File: src/rtl/lsu_access_unit_if.sv
`default_nettype none
// ============================================================================
// Module      : lsu_access_unit_if
// Description : Request/response and data-memory bundle of the load/store unit.
// Revision    : 1.0 - initial release
// ============================================================================
interface lsu_access_unit_if #(
    parameter int ADDR_W = 64,
    parameter int DATA_W = 32
);
    logic              io_req_valid;
    logic              io_req_ready;
    logic [ADDR_W-1:0] io_req_addr;
    logic [DATA_W-1:0] io_req_wdata;
    logic [2:0]        io_req_func3;
    logic              io_req_isStore;
    logic              io_flush;
    logic              io_resp_valid;
    logic              io_resp_ready;
    logic [DATA_W-1:0] io_resp_data;
    logic [ADDR_W-1:0] io_mem_dataAddr;
    logic              io_mem_writeEn;
    logic [DATA_W-1:0] io_mem_writeData;
    logic [2:0]        io_mem_func3;
    logic [DATA_W-1:0] io_mem_lsu_data;
    logic              io_busy;

    modport slave (
        input  io_req_valid, io_req_addr, io_req_wdata, io_req_func3, io_req_isStore,
        input  io_flush, io_resp_ready, io_mem_lsu_data,
        output io_req_ready, io_resp_valid, io_resp_data, io_mem_dataAddr,
        output io_mem_writeEn, io_mem_writeData, io_mem_func3, io_busy
    );

    modport master (
        output io_req_valid, io_req_addr, io_req_wdata, io_req_func3, io_req_isStore,
        output io_flush, io_resp_ready, io_mem_lsu_data,
        input  io_req_ready, io_resp_valid, io_resp_data, io_mem_dataAddr,
        input  io_mem_writeEn, io_mem_writeData, io_mem_func3, io_busy
    );
endinterface
`default_nettype wire

File: src/rtl/lsu_access_unit.sv
`default_nettype none
// ============================================================================
// Module      : lsu_access_unit
// Description : Word-only load/store sequencer with misalignment splitting,
//               read-merge-write stores and load extension.
// Revision    : 1.0 - initial release
// ============================================================================
module lsu_access_unit #(
    parameter int ADDR_W = 64,
    parameter int DATA_W = 32
) (
    input  wire logic        clock,
    input  wire logic        reset,
    lsu_access_unit_if.slave bus
);
    localparam int c_BYTES = DATA_W / 8;

    localparam logic [2:0] c_IDLE     = 3'd0;
    localparam logic [2:0] c_LD_LO    = 3'd1;
    localparam logic [2:0] c_LD_HI    = 3'd2;
    localparam logic [2:0] c_ST_RD_LO = 3'd3;
    localparam logic [2:0] c_ST_WR_LO = 3'd4;
    localparam logic [2:0] c_ST_RD_HI = 3'd5;
    localparam logic [2:0] c_ST_WR_HI = 3'd6;
    localparam logic [2:0] c_RESP     = 3'd7;

    logic [2:0]        r_state;
    logic [2:0]        w_next;
    logic [ADDR_W-1:0] r_addr;
    logic [DATA_W-1:0] r_wdata;
    logic [1:0]        r_size;
    logic              r_unsigned;
    logic              r_store;
    logic [DATA_W-1:0] r_lo;
    logic [DATA_W-1:0] r_hi;

    logic                  w_accept;
    logic                  w_req_aligned_word;
    logic [3:0]            w_n;
    logic [1:0]            w_off;
    logic                  w_cross;
    logic [4:0]            w_shamt;
    logic [ADDR_W-1:0]     w_base;
    logic [ADDR_W-1:0]     w_base_hi;
    logic [2*DATA_W-1:0]   w_wdata_sh;
    logic [2*c_BYTES-1:0]  w_size_mask;
    logic [2*c_BYTES-1:0]  w_bmask;
    logic [DATA_W-1:0]     w_merge_lo;
    logic [DATA_W-1:0]     w_merge_hi;
    logic [DATA_W-1:0]     w_ld_raw;
    logic [DATA_W-1:0]     w_ld_ext;

    assign w_accept           = bus.io_req_valid && (r_state == c_IDLE) && !bus.io_flush;
    assign w_req_aligned_word = bus.io_req_func3[1] && (bus.io_req_addr[1:0] == 2'b00);

    assign w_n       = r_size[1] ? 4'd4 : (r_size[0] ? 4'd2 : 4'd1);
    assign w_off     = r_addr[1:0];
    assign w_cross   = ({2'b00, w_off} + w_n) > 4'd4;
    assign w_shamt   = {w_off, 3'b000};
    assign w_base    = {r_addr[ADDR_W-1:2], 2'b00};
    assign w_base_hi = w_base + {{(ADDR_W-3){1'b0}}, 3'b100};

    // Store data and byte mask span two words so the high half feeds the second write.
    assign w_wdata_sh  = {{DATA_W{1'b0}}, r_wdata} << w_shamt;
    assign w_size_mask = r_size[1] ? {{c_BYTES{1'b0}}, {c_BYTES{1'b1}}}
                       : (r_size[0] ? 8'h03 : 8'h01);
    assign w_bmask     = w_size_mask << w_off;

    generate
        for (genvar i = 0; i < c_BYTES; i++) begin : g_merge
            assign w_merge_lo[8*i +: 8] = w_bmask[i]
                                        ? w_wdata_sh[8*i +: 8] : r_lo[8*i +: 8];
            assign w_merge_hi[8*i +: 8] = w_bmask[c_BYTES+i]
                                        ? w_wdata_sh[DATA_W+8*i +: 8] : r_hi[8*i +: 8];
        end
    endgenerate

    assign w_ld_raw = DATA_W'({r_hi, r_lo} >> w_shamt);

    always_comb begin
        w_ld_ext = w_ld_raw;
        case (r_size)
            2'b00:   w_ld_ext = {{(DATA_W-8){w_ld_raw[7] & ~r_unsigned}}, w_ld_raw[7:0]};
            2'b01:   w_ld_ext = {{(DATA_W-16){w_ld_raw[15] & ~r_unsigned}}, w_ld_raw[15:0]};
            default: w_ld_ext = w_ld_raw;
        endcase
    end

    always_ff @(posedge clock) begin
        if (reset) r_state <= c_IDLE;
        else       r_state <= w_next;
    end

    always_comb begin
        w_next = r_state;
        case (r_state)
            c_IDLE: begin
                if (w_accept) begin
                    if (!bus.io_req_isStore)     w_next = c_LD_LO;
                    else if (w_req_aligned_word) w_next = c_ST_WR_LO;
                    else                         w_next = c_ST_RD_LO;
                end
            end
            c_LD_LO:    w_next = bus.io_flush ? c_IDLE : (w_cross ? c_LD_HI : c_RESP);
            c_LD_HI:    w_next = bus.io_flush ? c_IDLE : c_RESP;
            c_ST_RD_LO: w_next = bus.io_flush ? c_IDLE : c_ST_WR_LO;
            // Once the low word is written the access must run to completion.
            c_ST_WR_LO: w_next = w_cross ? c_ST_RD_HI : c_RESP;
            c_ST_RD_HI: w_next = c_ST_WR_HI;
            c_ST_WR_HI: w_next = c_RESP;
            c_RESP:     w_next = (bus.io_flush || bus.io_resp_ready) ? c_IDLE : c_RESP;
            default:    w_next = c_IDLE;
        endcase
    end

    always_comb begin
        bus.io_req_ready     = (r_state == c_IDLE);
        bus.io_busy          = (r_state != c_IDLE);
        bus.io_resp_valid    = (r_state == c_RESP);
        bus.io_resp_data     = (r_state == c_RESP && !r_store) ? w_ld_ext : '0;
        bus.io_mem_func3     = 3'b010;
        bus.io_mem_dataAddr  = '0;
        bus.io_mem_writeEn   = 1'b0;
        bus.io_mem_writeData = '0;
        case (r_state)
            c_LD_LO, c_ST_RD_LO: bus.io_mem_dataAddr = w_base;
            c_LD_HI, c_ST_RD_HI: bus.io_mem_dataAddr = w_base_hi;
            c_ST_WR_LO: begin
                bus.io_mem_dataAddr  = w_base;
                bus.io_mem_writeEn   = !reset;
                bus.io_mem_writeData = w_merge_lo;
            end
            c_ST_WR_HI: begin
                bus.io_mem_dataAddr  = w_base_hi;
                bus.io_mem_writeEn   = !reset;
                bus.io_mem_writeData = w_merge_hi;
            end
            default: ;
        endcase
    end

    always_ff @(posedge clock) begin
        if (reset) begin
            r_addr     <= '0;
            r_wdata    <= '0;
            r_size     <= '0;
            r_unsigned <= 1'b0;
            r_store    <= 1'b0;
            r_lo       <= '0;
            r_hi       <= '0;
        end else begin
            if (w_accept) begin
                r_addr     <= bus.io_req_addr;
                r_wdata    <= bus.io_req_wdata;
                r_size     <= bus.io_req_func3[1:0];
                r_unsigned <= bus.io_req_func3[2];
                r_store    <= bus.io_req_isStore;
                r_lo       <= '0;
                r_hi       <= '0;
            end
            if (r_state == c_LD_LO || r_state == c_ST_RD_LO) r_lo <= bus.io_mem_lsu_data;
            if (r_state == c_LD_HI || r_state == c_ST_RD_HI) r_hi <= bus.io_mem_lsu_data;
        end
    end
endmodule
`default_nettype wire

File: src/flat_wrapper.sv
// flat-port wrapper written by rule: the top's interface ports become plain ports
module lsu_access_unit_flat 
#(
    parameter int ADDR_W = 64,
    parameter int DATA_W = 32
)
  (clock, reset, bus_io_req_valid, bus_io_req_addr, bus_io_req_wdata, bus_io_req_func3, bus_io_req_isStore, bus_io_flush, bus_io_resp_ready, bus_io_mem_lsu_data, bus_io_req_ready, bus_io_resp_valid, bus_io_resp_data, bus_io_mem_dataAddr, bus_io_mem_writeEn, bus_io_mem_writeData, bus_io_mem_func3, bus_io_busy);
  lsu_access_unit_if #(.ADDR_W(ADDR_W), .DATA_W(DATA_W)) bus_i ();
  input  wire logic clock;
  input  wire logic reset;
  input wire logic [$bits(bus_i.io_req_valid)-1:0] bus_io_req_valid;
  input wire logic [$bits(bus_i.io_req_addr)-1:0] bus_io_req_addr;
  input wire logic [$bits(bus_i.io_req_wdata)-1:0] bus_io_req_wdata;
  input wire logic [$bits(bus_i.io_req_func3)-1:0] bus_io_req_func3;
  input wire logic [$bits(bus_i.io_req_isStore)-1:0] bus_io_req_isStore;
  input wire logic [$bits(bus_i.io_flush)-1:0] bus_io_flush;
  input wire logic [$bits(bus_i.io_resp_ready)-1:0] bus_io_resp_ready;
  input wire logic [$bits(bus_i.io_mem_lsu_data)-1:0] bus_io_mem_lsu_data;
  output wire logic [$bits(bus_i.io_req_ready)-1:0] bus_io_req_ready;
  output wire logic [$bits(bus_i.io_resp_valid)-1:0] bus_io_resp_valid;
  output wire logic [$bits(bus_i.io_resp_data)-1:0] bus_io_resp_data;
  output wire logic [$bits(bus_i.io_mem_dataAddr)-1:0] bus_io_mem_dataAddr;
  output wire logic [$bits(bus_i.io_mem_writeEn)-1:0] bus_io_mem_writeEn;
  output wire logic [$bits(bus_i.io_mem_writeData)-1:0] bus_io_mem_writeData;
  output wire logic [$bits(bus_i.io_mem_func3)-1:0] bus_io_mem_func3;
  output wire logic [$bits(bus_i.io_busy)-1:0] bus_io_busy;
  assign bus_i.io_req_valid = bus_io_req_valid;
  assign bus_i.io_req_addr = bus_io_req_addr;
  assign bus_i.io_req_wdata = bus_io_req_wdata;
  assign bus_i.io_req_func3 = bus_io_req_func3;
  assign bus_i.io_req_isStore = bus_io_req_isStore;
  assign bus_i.io_flush = bus_io_flush;
  assign bus_i.io_resp_ready = bus_io_resp_ready;
  assign bus_i.io_mem_lsu_data = bus_io_mem_lsu_data;
  assign bus_io_req_ready = bus_i.io_req_ready;
  assign bus_io_resp_valid = bus_i.io_resp_valid;
  assign bus_io_resp_data = bus_i.io_resp_data;
  assign bus_io_mem_dataAddr = bus_i.io_mem_dataAddr;
  assign bus_io_mem_writeEn = bus_i.io_mem_writeEn;
  assign bus_io_mem_writeData = bus_i.io_mem_writeData;
  assign bus_io_mem_func3 = bus_i.io_mem_func3;
  assign bus_io_busy = bus_i.io_busy;
  lsu_access_unit #(.ADDR_W(ADDR_W), .DATA_W(DATA_W)) u_core (.clock(clock), .reset(reset), .bus(bus_i));
endmodule
File: config.mk
export PLATFORM = sky130hd
export DESIGN_NAME = lsu_access_unit_flat
export DESIGN_NICKNAME = d
export VERILOG_FILES = /design/src/rtl/lsu_access_unit_if.sv /design/src/rtl/lsu_access_unit.sv /design/src/flat_wrapper.sv
export SDC_FILE = /design/constraint.sdc
export NUM_CORES = 1
export LEC_CHECK = 0
export ABC_AREA = 1
export CORE_ASPECT_RATIO = 0.6
export CORE_MARGIN = 3
export CORE_UTILIZATION = 25
export CTS_CLUSTER_DIAMETER = 60
export DETAILED_ROUTE_END_ITERATION = 10
export DONT_BUFFER_PORTS = 1
export SYNTH_ARGS = -nofsm -noshare
export SYNTH_HDL_FRONTEND = slang
export SYNTH_SLANG_ARGS = --single-unit
File: constraint.sdc
create_clock -name clock -period 3.1 [get_ports clock]
set_clock_uncertainty 0.05 [all_clocks]
set_input_delay 0 -clock clock [delete_from_list [all_inputs] [get_ports clock]]
set_output_delay 0 -clock clock [all_outputs]
set_load 0.005 [all_outputs]
==> run summary, run 1 <==
Post-synthesis sequential area ratio -> 29.96%
GRT Total Usage -> 24.77%
Max_slew headroom -> 41.64%
Distinct cells, synth -> 37
Post-DP Area -> 11,630 µm²
Area contributors post-synth -> dfxtp_1 30%, nand2_1 16%, o21ai_0 10%, a21oi_1 9.9%, nand3_1 7.5%
Commonest non-fill, non-tap cells in the layout -> 485 x nand2_1, 222 x o21ai_0, 221 x a21oi_1
Max stage delay on crit path -> 0.62 ns
Number of synthesized register bits -> 167
Clk_lat worst skew -> 0.45 ns
Total wire length -> 60,690 µm
Worst EP arrival -> 2.78 ns
CP required -> 3.05 ns
Status -> completed
R2R cell count -> 10
I/O pin count -> 272
Cell Chain, Critical Path -> inv_2 -> nand3_1 -> o21a_1 -> nand3_1 -> nand3_1 -> nand2_1 -> nor2_1
Global-route wire length before repair -> 86,220 µm
DRC violation total after the first TritonRoute iteration -> 1,995
Largest net degree at the start of global routing -> 130
Cell repeated most along the worst path -> nand3_1
Power per standard cell area -> 644.4 nW/µm²
PnR worst setup slack -> 0.2689 ns
Hold_ws -> 0.05236 ns
Max clock buf depth -> 2
Fmax -> 353.2 MHz
I/O Buffers -> 0
ANT nets after route -> 0
GRT Residual Overflow -> 0
# H-tree levels -> 4
CP max FO -> 26
Initial antenna violation count -> 5
Worst slack, placed -> 0.8141 ns
Hold depth -> 3
Yosys warnings -> 0
Setup Crit Path Kind -> reg2out
Post-layout nets -> 2,119
Area Growth Syn to Fin -> 23.51%
Cells after Synth -> 1,897
Synthesized area per cell -> 5.883 µm²
Initial Utilization -> 25.54%
VDD IR-drop max -> 440.3 µV
GP Congestion -> 1.007
Core region area -> 43,700 µm²
Kind of end point of the critical path -> output pin
Min Tclk post-route -> 2.831 ns
Clock Sinks -> 167
Setup Fix Bufs, Post-CTS -> 0
Vias per std cell -> 5.412
Final worst path period share -> 91.33%
DIE WIDTH -> 278.8 µm
Design area -> 13,780 µm²
Hold Crit Class -> in2reg
Drt wl/cell -> 23.59 µm
Area leader, netlist -> dfxtp_1
Final Max Tran Viols -> 0
Netlist Area Pre-Place -> 11,160 µm²
Vias in the first global route -> 12,280
Filler cells -> 4,880
Die height -> 169.7 µm
CTS tree -> done
Num CTS Buffers -> 17
Power, Total -> 0.008882 W
DRC viols -> 0
Die area -> 47,300 µm²
Commonest non-fill, non-tap cell in the layout -> nand2_1
Unrepaired setup endpoints after global routing -> false
Leakage -> 4.798 nW
Clock-pin slew of the registers on the worst-case setup and hold paths -> 0.08 ns
DRT Pass-1 Iters -> 6
Share of post-route cells with drive strength above 1 -> 4.669%
Post-synth top area share -> 29.96%
Final Hold Viols -> 0
Crit path launch type -> register
Endpoints failing setup -> 0
Worst-Margin Slew -> 0.8687 ns
TNS Setup -> 0 ns
Std-Cell Rows -> 59
Max-cap violations -> 0
Slowest cell on the critical path -> dfxtp_1
Dpl hpwl -> 47,470 µm
Root Driver -> clkbuf_16
Vias -> 13,920
==> worst max-delay path: cells and delay by family (launching register included) <==
| kind | cells | cell delay [ns] |
|---|---|---|
| buf+inv | 1 | 0.32 |
| flops | 1 | 0.62 |
| simple gates | 5 | 1.22 |
| compound gates | 1 | 0.16 |
==> final timing paths <==
check / slack, ns / start / to
min reg2reg: 0.42 / u_core.r_store$_SDFFE_PP0P_ / u_core.r_store$_SDFFE_PP0P_
max: 0.27 / u_core.r_addr[1]$_SDFFE_PP0P_ / bus_io_resp_data[25]
min: 0.05 / reset / u_core.r_addr[59]$_SDFFE_PP0P_
max reg2reg: 0.41 / u_core.r_size[1]$_SDFFE_PP0P_ / u_core.r_state[0]$_SDFFE_PP0P_
==> cell type report <==
class | instances | area, µm² | share of cell area [%]
antenna | 2 | 5.005 | 0.03631
clock buffer | 17 | 425.4 | 3.086
clock inverter | 15 | 216.5 | 1.570
inverter | 181 | 679.4 | 4.929
multi-input combinational | 1434 | 6624 | 48.05
sequential | 167 | 3344 | 24.26
tap | 579 | 724.4 | 5.256
timing repair buffer | 178 | 1765 | 12.81
==> power breakdown <==
part / leakage (nW) / internal, W / switching (W)
sequential: 1.37 / 0.00258 / 0.000578
combinational: 3.13 / 0.000962 / 0.00243
clock: 0.306 / 0.00112 / 0.00121
total: 4.80 / 0.00466 / 0.00422
==> cells in the mapped netlist, drive strengths merged <==
cell type and n:
nor2 179, o21ai 253, conb 2, xor2 3
o22ai 27, o31ai 5, inv 181, a21oi 223
a31oi 8, ha 3, nor3 8, nor3b 2
nand2 489, and2 10, o32ai 1, o211ai 22
dfxtp 167, clkbuf 57, nand4 18, a32o 3
o21a 5, a311oi 1, buf 61, nand3b 1
nand3 168
==> state kept, by name, summed over array words and instances (netlist names) <==
signal             flops
u_core.r_addr         64
u_core.r_size          2
u_core.r_store         1
u_core.r_lo           32
u_core.r_unsigned      1
u_core.r_state         3
u_core.r_hi           32
u_core.r_wdata        32
==> kinds of logic after synthesis <==
| group | count (synthesis) | synth area share (%) |
|---|---|---|
| and+or+nand+nor | 875 | 32.56 |
| other | 2 | 0.06729 |
| AOI/OAI and AO/OA | 548 | 25.99 |
| xor gates and xnor gates | 3 | 0.2355 |
| buffers and inverters | 299 | 10.86 |
| DFF | 167 | 29.96 |
| adders and majority gates | 3 | 0.3364 |
==> timing repair <==
action                                  CTS  global route
hold endpoints to repair                167             0
hold buffers                            148             0
gates resized for setup                   0             1
endpoints found under the setup margin    0             1
==> per-stage QoR <==
| step | util [%] | instances |
|---|---|---|
| 2_1_floorplan | - | 1900 |
| 3_3_place_gp | 26.62 | 2391 |
| 3_5_place_dp | 26.62 | 2391 |
| 4_1_cts | 31.52 | 2571 |
| 5_1_grt | 31.54 | 2573 |
| 6_report | 31.54 | 2573 |
==> per-layer routing <==
metal | wire [µm] | vias to the layer above | GRT usage, %
met5 | 7 | - | 0
met2 | 22600 | 802 | 31.97
met3 | 7527 | 70 | 7.920
met1 | 29620 | 6591 | 38.85
met4 | 939 | 2 | 4.880
li1 | - | 6459 | -
No activity file was read; power rests on OpenSTA's default activity.
==> inputs of run 2 (changes only) <==
- RECOVER_POWER: not set -> 25
- clock period: 3.1 -> 2.9 ns (I/O delays scaled with it)
==> run summary, run 2 (synthesis gave the netlist of run 1 again) <==
Endpoints failing setup -> 0
CP required -> 2.85 ns
Min Tclk post-route -> 2.745 ns
Combinational share of power -> 38.1%
Vias per std cell -> 5.381
Psw -> 0.004487 W
Sequential Power Share -> 35.8%
Root Driver -> clkbuf_16
I/O Buffers -> 0
CTS tree -> done
Crit path launch type -> register
Global-route wire length before repair -> 85,740 µm
DRC viols -> 0
Unrepaired setup endpoints after global routing -> false
Total wire length -> 60,030 µm
Internal -> 0.004944 W
DRC violation total after the first TritonRoute iteration -> 1,724
Share of post-route cells with drive strength above 1 -> 5.113%
Die area -> 47,300 µm²
Clk_lat worst skew -> 0.45 ns
Leakage -> 4.778 nW
Largest net degree at the start of global routing -> 102
Power, Total -> 0.009430 W
Core region area -> 43,700 µm²
RR Startpoint -> u_core.r_state[1]$_SDFFE_PP0P_
DIE WIDTH -> 278.8 µm
Commonest non-fill, non-tap cells in the layout -> 485 x nand2_1, 222 x o21ai_0, 221 x a21oi_1
Filler cells -> 4,907
Vias -> 13,870
Utilization after layout -> 31.45%
Max_slew headroom -> 8.199%
Worst R2R Setup Slack -> 0.19 ns
Std-Cell Rows -> 59
Reg-to-Reg End -> u_core.r_hi[29]$_SDFFE_PP0P_
ANT nets after route -> 0
Max-cap violations -> 0
Fmax -> 364.3 MHz
Area of the multi-input gates -> 6624 µm²
Worst EP arrival -> 2.69 ns
I/O pin count -> 272
GRT Total Usage -> 24.57%
Final worst path period share -> 94.65%
GP Congestion -> 1.013
Final Max Tran Viols -> 0
DRT Pass-1 Iters -> 6
Drt wl/cell -> 23.29 µm
Commonest non-fill, non-tap cell in the layout -> nand2_1
Worst-Margin Slew -> 1.377 ns
Area Growth Syn to Fin -> 23.15%
Clock-pin slew of the registers on the worst-case setup and hold paths -> 0.07 ns
Die height -> 169.7 µm
CP startpoint -> u_core.r_addr[11]$_SDFFE_PP0P_
Status -> completed
Reg with most FFs -> u_core.r_addr
Setup Crit Path Kind -> reg2out
Register Area -> 3346 µm²
Hold_ws -> 0.06986 ns
Max clock buf depth -> 2
Clock Sinks -> 167
Initial Utilization -> 25.54%
Vias in the first global route -> 12,360
Initial antenna violation count -> 7
Crit path to -> bus_io_mem_dataAddr[60]
Post-layout nets -> 2,122
Dpl hpwl -> 47,300 µm
Final Hold Viols -> 0
Hold Crit Class -> in2out
Clk pwr share -> 26.1%
Largest register FFs -> 64
R2R cell count -> 6
Kind of end point of the critical path -> output pin
VDD IR-drop max -> 406.5 µV
TNS Setup -> 0 ns
CP max FO -> 6
Num CTS Buffers -> 17
Switching share of power -> 47.58%
# H-tree levels -> 4
GRT Residual Overflow -> 0
Power per standard cell area -> 686.1 nW/µm²
run 2: routing by layer:
layer | track usage [%] | part of all wire (%)
met5 | 0 | 0.045
met2 | 31.99 | 37
met4 | 4.766 | 1.6
met3 | 8.965 | 14
met1 | 37.70 | 47
run 2: how the worst min path moves through the flow:
stage / startpoint / cells past startpoint / slack [ns] / endpoint
5_1_grt: reset / 1 / 0.07 / bus_io_mem_writeEn
6_report: reset / 1 / 0.07 / bus_io_mem_writeEn
4_1_cts: reset / 1 / 0.07 / bus_io_mem_writeEn
3_3_place_gp: reset / 1 / 0.04 / u_core.r_hi[29]$_SDFFE_PP0P_
2_1_floorplan: bus_io_req_wdata[10] / 2 / 0.09 / u_core.r_wdata[10]$_SDFFE_PP0P_
3_5_place_dp: reset / 1 / 0.04 / u_core.r_hi[29]$_SDFFE_PP0P_
run 2: power by group through the flow:
stage / clock, W / sequential (W) / combinational, W
after floorplan: 0 / 0.00308 / 0.00233
after global routing: 0.00260 / 0.00341 / 0.00391
after global placement: 0 / 0.00337 / 0.00330
final: 0.00246 / 0.00337 / 0.00360
after detailed placement: 0 / 0.00337 / 0.00330
after CTS: 0.00252 / 0.00333 / 0.00353
run 2: cell type report:
type	instances	share of cell area, %
timing repair buffer	181	12.64
clock buffer	17	3.095
clock inverter	15	1.447
tap	579	5.271
antenna	4	0.07283
inverter	181	4.943
sequential	167	24.34
multi-input combinational	1434	48.19
run 2: metrics by stage:
| stage | std cells | worst slack, ns | cell area [µm²] |
|---|---|---|---|
| final | 2578 | 0.1552 | 13740 |
| after global routing | 2577 | 0.004056 | 13740 |
| after CTS | 2574 | 0.1215 | 13750 |
| after detailed placement | 2401 | 0.6266 | 11700 |
| after global placement | 2401 | 0.6422 | 11700 |
| after floorplan | 1900 | 0.9363 | 11170 |
run 2: timing repair:
item	4_1_cts	5_1_grt
hold buffers	141	0
buffers inserted	0	0
endpoints found under the setup margin	0	17
gates resized for setup	0	1
endpoints found under the hold margin	167	0
run 2: critical path, stage by stage, from the launching register on:
cell and delay (ns):
dfxtp_1 0.45, nand2_1 0.11, nor2_1 0.22, inv_1 0.11
nor2_2 0.48, inv_1 0.14, nor2_1 0.21, buf_4 0.21
nand2_1 0.07, nand2_1 0.06, nand3_1 0.06, nand2_1 0.13
